**src/rtl/axi_read_arbiter_pkg.sv**
```systemverilog
`default_nettype none
// ============================================================================
//  Module      : axi_read_arbiter_pkg
//  Description : Shared types and constants for the AXI4 read-port arbiter.
//  Revision    : 1.0 - initial release
// ============================================================================
package axi_read_arbiter_pkg;

    // Width of the address field carried in the AR record; the arbiter's
    // ADDR_WIDTH parameter must not exceed it.
    localparam int AXI_ADDR_W = 32;

    localparam logic [1:0] AXI_BURST_INCR = 2'b01;
    localparam logic [1:0] AXI_RESP_OKAY  = 2'b00;

    // One AR-channel request
    typedef struct packed {
        logic [AXI_ADDR_W-1:0] addr;
        logic [7:0]            len;
        logic [2:0]            size;
        logic [1:0]            burst;
    } axi_ar_t;

    typedef enum logic [1:0] {
        IDLE = 2'd0,
        ADDR = 2'd1,
        DATA = 2'd2
    } arb_state_t;

endpackage : axi_read_arbiter_pkg
`default_nettype wire

```
**src/rtl/axi_read_arbiter_rr.sv**
```systemverilog
`default_nettype none
// ============================================================================
//  Module      : rr_arbiter
//  Description : Combinational round-robin picker. Searches upward from the
//                priority pointer with wrap; returns one-hot and binary grant.
//  Revision    : 1.0 - initial release
// ============================================================================
module rr_arbiter #(
    parameter int N     = 2,
    parameter int IDX_W = 1
) (
    input  logic [N-1:0]     i_req,
    input  logic [IDX_W-1:0] i_ptr,
    output logic [N-1:0]     o_gnt,
    output logic [IDX_W-1:0] o_gnt_idx,
    output logic             o_any_req
);

    logic             w_found;
    logic [IDX_W-1:0] w_j;

    // First asserted request at or after the pointer wins
    always_comb begin
        o_gnt     = '0;
        o_gnt_idx = '0;
        w_found   = 1'b0;
        w_j       = '0;
        for (int k = 0; k < N; k++) begin
            w_j = IDX_W'((int'(i_ptr) + k) % N);
            if (!w_found && i_req[w_j]) begin
                w_found      = 1'b1;
                o_gnt[w_j]   = 1'b1;
                o_gnt_idx    = w_j;
            end
        end
    end

    assign o_any_req = |i_req;

endmodule : rr_arbiter
`default_nettype wire

```
**src/rtl/axi_read_arbiter.sv**
```systemverilog
`default_nettype none
// ============================================================================
//  Module      : axi_read_arbiter
//  Description : Shares one AXI4 read port among NUM_REQ masters. Round-robin
//                grant, one burst outstanding, grant held from AR accept to
//                the final R beat. Sticky protocol_err on beat-count mismatch.
//  Revision    : 1.0 - initial release
// ============================================================================
module axi_read_arbiter
    import axi_read_arbiter_pkg::*;
#(
    parameter int NUM_REQ    = 2,
    parameter int ADDR_WIDTH = 32,
    parameter int DATA_WIDTH = 32
) (
    input  logic                          clk,
    input  logic                          rst,
    input  logic [NUM_REQ*ADDR_WIDTH-1:0] req_araddr,
    input  logic [NUM_REQ*8-1:0]          req_arlen,
    input  logic [NUM_REQ*3-1:0]          req_arsize,
    input  logic [NUM_REQ*2-1:0]          req_arburst,
    input  logic [NUM_REQ-1:0]            req_arvalid,
    output logic [NUM_REQ-1:0]            req_arready,
    output logic [DATA_WIDTH-1:0]         req_rdata,
    output logic [1:0]                    req_rresp,
    output logic                          req_rlast,
    output logic [NUM_REQ-1:0]            req_rvalid,
    input  logic [NUM_REQ-1:0]            req_rready,
    output logic [ADDR_WIDTH-1:0]         m_araddr,
    output logic [7:0]                    m_arlen,
    output logic [2:0]                    m_arsize,
    output logic [1:0]                    m_arburst,
    output logic                          m_arvalid,
    input  logic                          m_arready,
    input  logic [DATA_WIDTH-1:0]         m_rdata,
    input  logic [1:0]                    m_rresp,
    input  logic                          m_rlast,
    input  logic                          m_rvalid,
    output logic                          m_rready,
    output logic                          protocol_err
);

    localparam int IDX_W = (NUM_REQ > 1) ? $clog2(NUM_REQ) : 1;

    arb_state_t       r_state, w_state_nxt;
    axi_ar_t          r_ar, w_win_ar;
    logic             r_arvalid;
    logic [IDX_W-1:0] r_grant;
    logic [IDX_W-1:0] r_rr_ptr;
    logic [7:0]       r_beat_ctr;
    logic             r_perr;

    logic [NUM_REQ-1:0] w_gnt;
    logic [IDX_W-1:0]   w_gnt_idx;
    logic               w_any_req;
    logic               w_beat;
    logic               w_len_err;

    rr_arbiter #(
        .N     (NUM_REQ),
        .IDX_W (IDX_W)
    ) u_rr (
        .i_req     (req_arvalid),
        .i_ptr     (r_rr_ptr),
        .o_gnt     (w_gnt),
        .o_gnt_idx (w_gnt_idx),
        .o_any_req (w_any_req)
    );

    // Select the winning requester's AR fields (one-hot OR mux)
    always_comb begin
        w_win_ar = '0;
        for (int i = 0; i < NUM_REQ; i++) begin
            if (w_gnt[i]) begin
                w_win_ar.addr  = AXI_ADDR_W'(req_araddr[i*ADDR_WIDTH +: ADDR_WIDTH]);
                w_win_ar.len   = req_arlen[i*8 +: 8];
                w_win_ar.size  = req_arsize[i*3 +: 3];
                w_win_ar.burst = req_arburst[i*2 +: 2];
            end
        end
    end

    // State register
    always_ff @(posedge clk) begin
        if (rst) r_state <= IDLE;
        else     r_state <= w_state_nxt;
    end

    // Next state plus AR accept and R routing; R is blocked outside DATA
    always_comb begin
        w_state_nxt = r_state;
        req_arready = '0;
        req_rvalid  = '0;
        m_rready    = 1'b0;
        case (r_state)
            IDLE: begin
                req_arready = w_gnt;
                if (w_any_req) w_state_nxt = ADDR;
            end
            ADDR: begin
                if (m_arready) w_state_nxt = DATA;
            end
            DATA: begin
                req_rvalid[r_grant] = m_rvalid;
                m_rready            = req_rready[r_grant];
                if (m_rvalid && req_rready[r_grant] && m_rlast) w_state_nxt = IDLE;
            end
            default: w_state_nxt = IDLE;
        endcase
    end

    assign w_beat    = (r_state == DATA) && m_rvalid && m_rready;
    // Error if rlast comes early/late, or a non-last beat lands on the final count
    assign w_len_err = m_rlast ? (r_beat_ctr != r_ar.len) : (r_beat_ctr == r_ar.len);

    // AR register slice, grant bookkeeping, beat counter and sticky error
    always_ff @(posedge clk) begin
        if (rst) begin
            r_ar       <= '0;
            r_arvalid  <= 1'b0;
            r_grant    <= '0;
            r_rr_ptr   <= '0;
            r_beat_ctr <= '0;
            r_perr     <= 1'b0;
        end else begin
            if (r_state == IDLE && w_any_req) begin
                r_ar       <= w_win_ar;
                r_grant    <= w_gnt_idx;
                r_beat_ctr <= '0;
                r_arvalid  <= 1'b1;
            end
            if (r_state == ADDR && m_arready) begin
                r_arvalid <= 1'b0;
            end
            if (w_beat) begin
                r_beat_ctr <= r_beat_ctr + 8'd1;
                if (w_len_err) r_perr <= 1'b1;
                // Just-served requester drops to lowest priority
                if (m_rlast) begin
                    r_rr_ptr <= (r_grant == IDX_W'(NUM_REQ-1)) ? '0 : r_grant + IDX_W'(1);
                end
            end
        end
    end

    assign m_araddr     = ADDR_WIDTH'(r_ar.addr);
    assign m_arlen      = r_ar.len;
    assign m_arsize     = r_ar.size;
    assign m_arburst    = r_ar.burst;
    assign m_arvalid    = r_arvalid;
    assign req_rdata    = m_rdata;
    assign req_rresp    = m_rresp;
    assign req_rlast    = m_rlast;
    assign protocol_err = r_perr;

endmodule : axi_read_arbiter
`default_nettype wire

```
**config.mk**
```make
export PLATFORM = sky130hd
export DESIGN_NAME = axi_read_arbiter
export DESIGN_NICKNAME = d
export VERILOG_FILES = /design/src/rtl/axi_read_arbiter_pkg.sv /design/src/rtl/axi_read_arbiter_rr.sv /design/src/rtl/axi_read_arbiter.sv
export SDC_FILE = /design/constraint.sdc
export NUM_CORES = 1
export LEC_CHECK = 0
export BUFFER_PORTS_ARGS = -buffer_cell sky130_fd_sc_hd__buf_2
export CORE_MARGIN = 10
export CORE_UTILIZATION = 40
export DETAILED_ROUTE_END_ITERATION = 10
export PLACE_DENSITY_LB_ADDON = 0.05
export SLEW_MARGIN = 40
export SYNTH_ARGS = -nofsm -noshare
export SYNTH_HDL_FRONTEND = slang
export SYNTH_SLANG_ARGS = --single-unit
export TNS_END_PERCENT = 10
```
**constraint.sdc**
```tcl
create_clock -name clk -period 1.6 [get_ports clk]
set_input_delay 0.24 -clock clk [delete_from_list [all_inputs] [get_ports clk]]
set_output_delay 0.24 -clock clk [all_outputs]
set_load 0.03 [all_outputs]
```
* Word-level counts from Yosys, hierarchy flattened *
Cells that the tools add are included.

word-level totals
  output and inout bits = 87
  register bits after elaboration = 59

cells by class
  mux-type cells = 30
  equality and inequality tests = 7
  bitwise gates (word level) = 2
  add/subtract/negate cells = 3
  order comparisons = 6
  reduce and logical (&&, ||, !) cells = 18

operators by type and width
  cell                                                count
  two-way mux 45 bit                                  2
  two-way mux 8 bit                                   2
  two-way mux 1 bit                                   15
  two-way mux 2 bit                                   7
  logical AND 1 bit                                   10
  adder 8 x 1 -> 8 bit, second input constant         1
  == test 8 bit                                       1
  inequality test 8 bit                               1
  < comparator 1 x 2 -> 1 bit, second input constant  3
  inequality test 2 bit, second input constant        3
  case mux 2 bit (3 select lines)                     1
  AND reduction 2 bit                                 2
  OR reduction 2 bit                                  2
  demux 1 bit (select 1 bit)                          3
  >= comparator 1 bit, second input constant          3
  AND reduction 3 bit                                 1
  adder 1 bit, second input constant                  2
  bitwise AND 2 bit                                   1
  == test 2 x 1 -> 1 bit, second input constant       1
  == test 2 bit, second input constant                1
  logical NOT 2 bit                                   1
  bitwise OR 2 bit                                    1
  nonzero test 2 bit                                  1
  logical NOT 1 bit                                   1

* Depth between registers and ports, before layout *
Gate-level depths: netlist of run 1.

  depth in word-level cells = 9
  mapped depth = 6
  gate-level depth less buffers = 5

* Hierarchy *
Synthesis of run 1 repeated with hierarchy kept, for this count alone.

second synthesis, totals
  cells, all modules = 351
  area, all modules = 3,100.5 um^2

by module, submodules not included
  module            cells an instance  seq. area each (um^2)  area an instance (um^2)  times used
  axi_read_arbiter  346                1,181.1                3,067.9                  1
  rr_arbiter        5                  0.0                    32.5                     1

* Worst setup path after synthesis of run 1 *
OpenSTA, ideal clock, no wires.

  path kind = reg-to-output
  start point = register r_rr_ptr
  end point = output port req_arready[1]
  slack = 113 ps
  cell stages (with the launch flop) = 6
  arrival time = 1,247 ps
  path buffers = 2
  cells stage by stage = dfxtp_1 inv_1 a21boi_0 buf_2 buf_2 and2_1

between the ends
  longest elaborated chain between the ends = 8
  elaborated cells between the ends (all ways) = 22
  classes of those cells = 1 x add/sub; 4 x order compare; 12 x mux; 1 x bitwise; 4 x reduce/logical

RTL lines
  item                                                                                          RTL line                   RTL
  from (decl)                                                                                   axi_read_arbiter.sv:49     logic [IDX_W-1:0] r_rr_ptr;
  from (signal assigned)                                                                        axi_read_arbiter.sv:140    r_rr_ptr <= (r_grant == IDX_W'(NUM_REQ-1)) ? '0 : r_grant + IDX_W'(1);
  adder 1 bit (tied with other cells)                                                           axi_read_arbiter_rr.sv:29  w_j = IDX_W'((int'(i_ptr) + k) % N);
  < comparator 1 x 2 -> 1 bit (not written as such) (tied with other cells)                     axi_read_arbiter_rr.sv:32  o_gnt[w_j] = 1'b1;
  logical AND 1 bit (not written as such) / two-way mux 1 bit (equally long branches)           axi_read_arbiter_rr.sv:32
  two-way mux 1 bit (not written as such) / demux 1 bit (select 1 bit) (equally long branches)  n/a
  demux 1 bit (select 1 bit) / two-way mux 2 bit (equally long branches)                        n/a
  bitwise OR 2 bit (no source line)                                                             n/a
  two-way mux 2 bit *                                                                           axi_read_arbiter_rr.sv:30  if (!w_found && i_req[w_j]) begin
  two-way mux 2 bit *                                                                           axi_read_arbiter.sv:95     case (r_state)
  to (decl)                                                                                     axi_read_arbiter.sv:23     output logic [NUM_REQ-1:0] req_arready,

Every way passes the cells marked *; elsewhere a longest branch is shown, timed or not. The select of a mux whose other input is x is not followed.

* Worst setup path after layout of run 1 *
  start point = register r_grant
  end point = output port m_rready

between the ends
  longest elaborated chain between the ends = 3

RTL lines
  item                                                  RTL line                 RTL
  from (decl)                                           axi_read_arbiter.sv:48   logic [IDX_W-1:0] r_grant;
  from (signal assigned)                                axi_read_arbiter.sv:128  r_grant <= w_gnt_idx;
  two-way mux 1 bit (not written as such) (2 in a row)  axi_read_arbiter.sv:105  m_rready = req_rready[r_grant];
  two-way mux 1 bit                                     axi_read_arbiter.sv:95
  to (decl)                                             axi_read_arbiter.sv:39   output logic m_rready,

No other way between the ends. The select of a mux whose other input is x is not followed.

==> flow_summary.json, run 1 <==
{
  "routed_wl_um": 9195,
  "ys_warn_count": 0,
  "setup_viol": 0,
  "fmax_mhz": 649.7,
  "p_clk_frac": 0.334,
  "end_kind": "primary output",
  "row_count": 30,
  "min_period_ns": 1.539,
  "place_ws_ns": 0.09626,
  "cap_viol_max_count": 0,
  "fin_nets": 589,
  "hold_ws_ns": 0.1597,
  "hold_depth": 4,
  "synth-edff-count": 0,
  "hp-class": "input port to flip-flop",
  "slowest_stage": "dfxtp_4",
  "routedWlPerCell_um": 16.54,
  "skew_ns": 0.008685,
  "first_pass_iters": 5,
  "synth-seq-area-share": 0.4076,
  "critPathMaxFanout": 5,
  "port_buffers": 151,
  "grt_max_degree": 51,
  "power.internal_uw": 2883,
  "syn-cell-area_sq_um": 2898,
  "rsz0062_at_grt": "true",
  "tns_ns": 0,
  "postSynthCellCount": 339,
  "crit_chain": "mux2_4, and3_4, buf_6",
  "cts_tree": "done",
  "syn_avg_cell_area_sq_um": 8.548,
  "powerDensity_nw_per_um2": 1119,
  "cts.clk_slew.worst_paths_ns": 0.06,
  "synth-async-reset-ratio": 0,
  "grt_pass1_vias": 3016,
  "p_sw_frac": 0.3259,
  "drive_gt1_frac": 0.4370,
  "cp-start-kind": "flip-flop",
  "cts_buffers": 9,
  "worst-r2r-cell-count": 6,
  "reg2reg_slack_ns": 0.16,
  "max_stage_delay_ns": 0.35,
  "timing.rr.start": "r_grant",
  "worst_hold_path.endpoint": "r_state[0]",
  "die_area_sq_um": 11050,
  "insertedDiodeCount": 0,
  "ir_drop_v": 0.0007569,
  "layout-area-overhead-vs-synth_pct": 31.95,
  "die_x_um": 105.1,
  "htreeDepth": 3,
  "synth_cell_types": 33,
  "synth_nets": 473,
  "dp.cells": 538,
  "grt_overflow_total": 0,
  "hold_viol_final": 0,
  "drcViolationCount": 0,
  "worst_pin_slew_ns": 0.3216,
  "worstPathArrival_ns": 1.30,
  "synth_seq_cells": 59,
  "seqPwrFrac": 0.396,
  "fin_area_sq_um": 3824,
  "cts_buffer_depth": 2,
  "min_period_over_period": 0.9620,
  "nFillCells": 703,
  "ant_nets": 0,
  "hpwl_um": 6910,
  "antenna_found_initial": 0,
  "timing.rr.end": "r_beat_ctr[5]",
  "comb_power_share": 0.270,
  "ios": 220,
  "maxSlewHeadroom": 0.7856,
  "hp-start": "m_arready",
  "power_leakage_uw": 0.001715,
  "vias": 2901,
  "p_sw_uw": 1394,
  "vias_per_cell": 5.218,
  "required_ns": 1.36,
  "globalplace.congestion": 0.7262,
  "grt_pass1_wl_um": 15300,
  "die_h_um": 105.1,
  "crit_type": "flip-flop to primary output",
  "layout.cells.non_filler": 556,
  "timing.final.ws_setup_ns": 0.06083,
  "postPlaceCellArea_sq_um": 3560,
  "cts_sinks": 59,
  "outcome": "complete, no violations",
  "startpoint": "r_grant",
  "clk_latency_ns": 0.34,
  "postCtsHoldBufs": 0,
  "initial_utilization": 0.4196,
  "drv_slew": 0,
  "synth-main-ff-cell": "dfxtp_1",
  "clock-root-buffer": "clkbuf_8",
  "core_sq_um": 6907,
  "grt.total_usage": 0.1649,
  "dr.first_iter.drc_count": 110
}
[through the flow]
step,power (uW),util
floorplan,2620,-
finish,4277,0.5536
detailed placement,2889,0.5154
global placement,2873,0.5154
CTS,4335,0.5505
global route,4512,0.5536
[cells in the final DEF (no fill, tap or decap), types with 2 or more instances in the layout]
master	count
nor3_1	50
buf_4	14
dfxtp_4	2
a22oi_1	2
dfxtp_1	55
clkinv_2	2
nand3b_1	2
a21boi_4	2
nor4_2	2
clkbuf_8	12
nor2_1	56
buf_2	146
nand2_1	6
a21oi_1	5
a31oi_1	3
and2_1	3
inv_1	4
nor3_2	4
xnor2_1	12
or2_2	2
buf_12	3
nand3_1	4
a221oi_1	46
clkbuf_4	2
nand4_1	4
dfxtp_2	2
a211oi_1	2
[power by group through the flow]
stage	Combinational, uW	Clock, uW	Sequential (uW)
after CTS	1170	1470	1700
after global placement	1150	0	1720
after detailed placement	1160	0	1730
after floorplan	620	0	2000
final	1160	1430	1690
after global routing	1270	1530	1710
[worst max path at each step]
stage                     end  depth (start not counted)
2_1_floorplan  req_arready[1]                          5
3_3_place_gp    r_beat_ctr[4]                          4
3_5_place_dp    r_beat_ctr[5]                          4
4_1_cts         req_rvalid[1]                          3
5_1_grt        req_arready[0]                          4
6_report             m_rready                          3
[cell usage after synthesis (4+ instances only)]
| library cell | n | area [sq um] |
|---|---|---|
| nor3_1 | 51 | 255.2 |
| buf_2 | 10 | 50.05 |
| nand3_1 | 4 | 20.02 |
| nand2_1 | 6 | 22.52 |
| clkbuf_1 | 16 | 60.06 |
| dfxtp_1 | 59 | 1181 |
| nand4_1 | 4 | 25.02 |
| a21oi_1 | 5 | 25.02 |
| inv_1 | 4 | 15.01 |
| xnor2_1 | 12 | 105.1 |
| buf_4 | 35 | 262.8 |
| a221oi_1 | 46 | 402.9 |
| nor2_1 | 56 | 210.2 |
[critical path, delay by kind of cell, from the launching register on]
family / cells / cell delay, ns
and+or+nand+nor: 1 / 0.16
muxes: 1 / 0.33
buffers and inverters: 1 / 0.13
DFF: 1 / 0.35
[flip-flops by register name, indices dropped and copies added (netlist names), 2 cells and up]
signal / count
m_arlen: 8
m_araddr: 32
r_beat_ctr: 8
m_arburst: 2
r_state: 2
m_arsize: 3
[area by class of cell]
cell class,instances,area (sq um),area share
flip-flops and latches,59,1191,0.3115
inverters,4,15.01,0.003927
clock inverters,4,47.55,0.01243
multi-input cells,215,1363,0.3563
well taps,96,120.1,0.03141
clock buffers,12,165.2,0.04319
repair buffers,166,922.1,0.2412
[logic make-up after synthesis]
logic type / after synthesis / share of synthesized area
simple gates: 137 / 0.2306
buf+inv: 65 / 0.1339
compound gates: 63 / 0.1788
flops: 59 / 0.4076
xor+xnor: 12 / 0.03627
mux: 2 / 0.008634
fa+ha+maj: 1 / 0.004317
[layer usage]
| layer | vias to the layer above | share of wire | GRT usage |
|---|---|---|---|
| li1 | 1438 | - | - |
| met1 | 1331 | 0.41 | 0.1880 |
| met2 | 115 | 0.47 | 0.2620 |
| met3 | 17 | 0.10 | 0.08047 |
| met4 | 0 | 0.011 | 0.05882 |
| met5 | - | 0 | 0 |
[what timing repair did]
item                       4_1_cts  5_1_grt
buffers inserted                 2        0
pin swaps                        1        1
setup endpoints to repair        5        6
gates resized for setup          6       12
No activity file was read; power rests on OpenSTA's default activity.
==> inputs of run 2 (changes only) <==
--- a/config.mk
+++ b/config.mk
@@ -5,9 +5,10 @@
 export SDC_FILE = /design/constraint.sdc
 export NUM_CORES = 1
 export LEC_CHECK = 0
+export ABC_AREA = 1
 export BUFFER_PORTS_ARGS = -buffer_cell sky130_fd_sc_hd__buf_2
 export CORE_MARGIN = 10
-export CORE_UTILIZATION = 40
+export CORE_UTILIZATION = 43
 export DETAILED_ROUTE_END_ITERATION = 10
 export PLACE_DENSITY_LB_ADDON = 0.05
 export SLEW_MARGIN = 40
==> run 2 against run 1 <==
Global-route usage grew 0.57 points. Combinational power grew 5%. First-iteration DRC count grew 0.91%. Critical endpoint is now req_arready[0]. Highest routed layer unchanged.
==> flow_summary.json, run 2 <==
{
  "fin_nets": 759,
  "cp-start-kind": "flip-flop",
  "vias_per_cell": 4.665,
  "synth-simple-area-share": 0.2256,
  "hp-start": "m_arready",
  "timing.rr.start": "r_state[1]",
  "required_ns": 1.36,
  "post_synth_mux_area_share": 0,
  "critPathMaxFanout": 13,
  "synthAdderAreaFrac": 0.003693,
  "yosys-top-cells-area": "dfxtp_1 (35%), nand2_1 (14%), inv_1 (13%)",
  "synth_nets": 646,
  "reg2reg_slack_ns": 0.21,
  "end_kind": "primary output",
  "routedWlPerCell_um": 14.04,
  "cts_sinks": 59,
  "yosys.area.top_type": "dfxtp_1",
  "clk_latency_ns": 0.34,
  "p_sw_uw": 1466,
  "min_period_ns": 1.515,
  "p_clk_frac": 0.346,
  "clock-root-buffer": "clkbuf_8",
  "multiInputGateArea_sq_um": 1380,
  "ir_drop_v": 0.0005253,
  "hold_ws_ns": 0.2017,
  "p_sw_frac": 0.3275,
  "synth-main-ff-cell": "dfxtp_1",
  "vias": 3415,
  "cts.clk_slew.worst_paths_ns": 0.07,
  "yosysTopAreaCellShare": 0.3486,
  "synth_top_family_by_area": "buffers and inverters",
  "cts_buffers": 9,
  "grt_max_degree": 54,
  "nFillCells": 798,
  "htreeDepth": 3,
  "die_x_um": 108.8,
  "slowest_stage": "dfxtp_1",
  "hold_depth": 4,
  "setup_viol": 0,
  "cts_tree": "done",
  "synth_compound_area_frac": 0.1658,
  "ys_warn_count": 0,
  "min_period_over_period": 0.9471,
  "comb_power_share": 0.273,
  "worstPathArrival_ns": 1.28,
  "hp-class": "input port to flip-flop",
  "seq_area_sq_um": 1181,
  "tns_ns": 0,
  "maxSlewHeadroom": 0.7378,
  "core_sq_um": 7687,
  "fin_area_sq_um": 4250,
  "grt_overflow_total": 0,
  "drcViolationCount": 0,
  "drive_gt1_frac": 0.2921,
  "first_pass_iters": 4,
  "utilization": 0.5529,
  "hpwl_um": 7691,
  "seqPwrFrac": 0.381,
  "globalplace.congestion": 0.8289,
  "synth_most_common_cell": "nand2_1",
  "timing.rr.end": "m_araddr[17]",
  "rsz0062_at_grt": "false",
  "cpLargestDelayFamily": "buffers and inverters",
  "grt_pass1_wl_um": 16370,
  "layout_common_cells": "buf_2 (149), nand2_1 (126), inv_1 (113)",
  "row_count": 32,
  "power_leakage_uw": 0.002501,
  "die_h_um": 108.8,
  "worst-path-buf-inv": 3,
  "synth-edff-count": 0,
  "outcome": "complete, no violations",
  "hold_viol_final": 0,
  "worst_pin_slew_ns": 0.3929,
  "worst_hold_path.endpoint": "r_state[0]",
  "cts_buffer_depth": 2,
  "power.internal_uw": 3012,
  "dr.first_iter.drc_count": 111,
  "grt.total_usage": 0.1706,
  "postSynthCellCount": 512,
  "port_buffers": 151,
  "ant_nets": 0,
  "crit_chain": "inv_2, o21ai_4, buf_12, nor2_1, buf_4",
  "syn_avg_cell_area_sq_um": 6.618,
  "routed_wl_um": 10280,
  "syn-cell-area_sq_um": 3388,
  "p_total_uw": 4478,
  "synth-seq-area-share": 0.3486,
  "fmax_mhz": 659.9,
  "postPlaceCellArea_sq_um": 3971,
  "final_common_cell": "buf_2",
  "synthXorXnorAreaFrac": 0.007755,
  "largest_reg_flops": 32,
  "antenna_found_initial": 0,
  "ios": 220,
  "synth_cell_types": 25,
  "initial_utilization": 0.4408,
  "skew_ns": 0.01144,
  "ys_top_cells_by_count": "nand2_1 (126), inv_1 (114), nor2_1 (60)",
  "cap_viol_max_count": 0,
  "drv_slew": 0,
  "grt_pass1_vias": 3435,
  "worst-r2r-cell-count": 7,
  "die_area_sq_um": 11830,
  "insertedDiodeCount": 0,
  "layout-area-overhead-vs-synth_pct": 25.44,
  "powerDensity_nw_per_um2": 1054,
  "synth_seq_cells": 59,
  "max_stage_delay_ns": 0.32,
  "crit_type": "flip-flop to primary output",
  "synth-async-reset-ratio": 0
}
==> run 2: changes by cell type in the layout (fill, tap and decap cells not counted), sizes merged, moves of 3 or more <==
cell	change
a21oi	+11
a221oi	-46
and2	-3
buf	-5
inv	+111
nand2	+120
nor2	+6
nor3	-53
o21ai	+18
o221ai	+40
xnor2	-9
==> run 2: metal layers <==
metal  vias up  GRT usage  part of all wire
met4         0    0.05838             0.011
met2       112     0.2789              0.48
met1      1516     0.1997              0.42
li1       1774          -                 -
met5         -          0                 0
met3        13    0.06726             0.089
==> run 2: power groups by stage <==
| stage | Clock [uW] | Combinational [uW] | Sequential, uW |
|---|---|---|---|
| 5_1_grt | 1660 | 1360 | 1720 |
| 3_5_place_dp | 0 | 1220 | 1730 |
| 6_report | 1550 | 1220 | 1710 |
| 3_3_place_gp | 0 | 1190 | 1740 |
| 4_1_cts | 1590 | 1230 | 1710 |
| 2_1_floorplan | 0 | 704 | 2010 |
==> run 2: kinds of logic (layout without fill, tap and decap cells) <==
| family | Yosys count | after routing |
|---|---|---|
| compound gates | 78 | 78 |
| buf+inv | 174 | 292 |
| fa+ha+maj | 1 | 1 |
| simple gates | 197 | 197 |
| flops | 59 | 59 |
| xor+xnor | 3 | 3 |
==> run 2: cell type report <==
| type | instances | area share |
|---|---|---|
| Timing Repair Buffer | 161 | 0.2122 |
| Clock inverter | 4 | 0.01707 |
| Multi-Input combinational cell | 279 | 0.3247 |
| Tap cell | 102 | 0.03003 |
| Clock buffer | 12 | 0.03650 |
| Inverter | 115 | 0.1016 |
| Sequential cell | 59 | 0.2779 |
==> run 2: per-stage QoR <==
stage	cells	worst slack, ns
after floorplan	512	0.2562
after global placement	714	0.2546
after detailed placement	714	0.2328
after CTS	732	0.05783
after global routing	732	0.004122
final	732	0.08465
==> run 2: worst register-to-register path, delay by kind of cell (launching register included) <==
| kind | cells | cell delay (ns) |
|---|---|---|
| AOI/OAI and AO/OA | 1 | 0.15 |
| and+or+nand+nor | 3 | 0.40 |
| buffers and inverters | 3 | 0.39 |
| DFF | 1 | 0.33 |
==> run 2: how the worst max path moves through the flow <==
stage               start        endpoint  slack [ns]  depth (start not counted)
6_report         r_rr_ptr  req_arready[0]        0.08                          5
5_1_grt        r_state[1]   req_rvalid[1]       0.004                          3
4_1_cts          r_rr_ptr  req_arready[1]        0.06                          5
3_5_place_dp   r_state[1]     m_araddr[5]        0.23                          7
3_3_place_gp     r_rr_ptr      m_arlen[5]        0.25                          6
2_1_floorplan    r_rr_ptr  req_arready[0]        0.26                          4
==> run 2: timing repair <==
action                                  4_1_cts  5_1_grt
resized for setup                             2        3
cloned                                        1        0
pin swaps                                     1        0
endpoints found under the setup margin        1        2
hold buffers                                  0        0
buffers inserted                              1        0
endpoints found under the hold margin         0        0
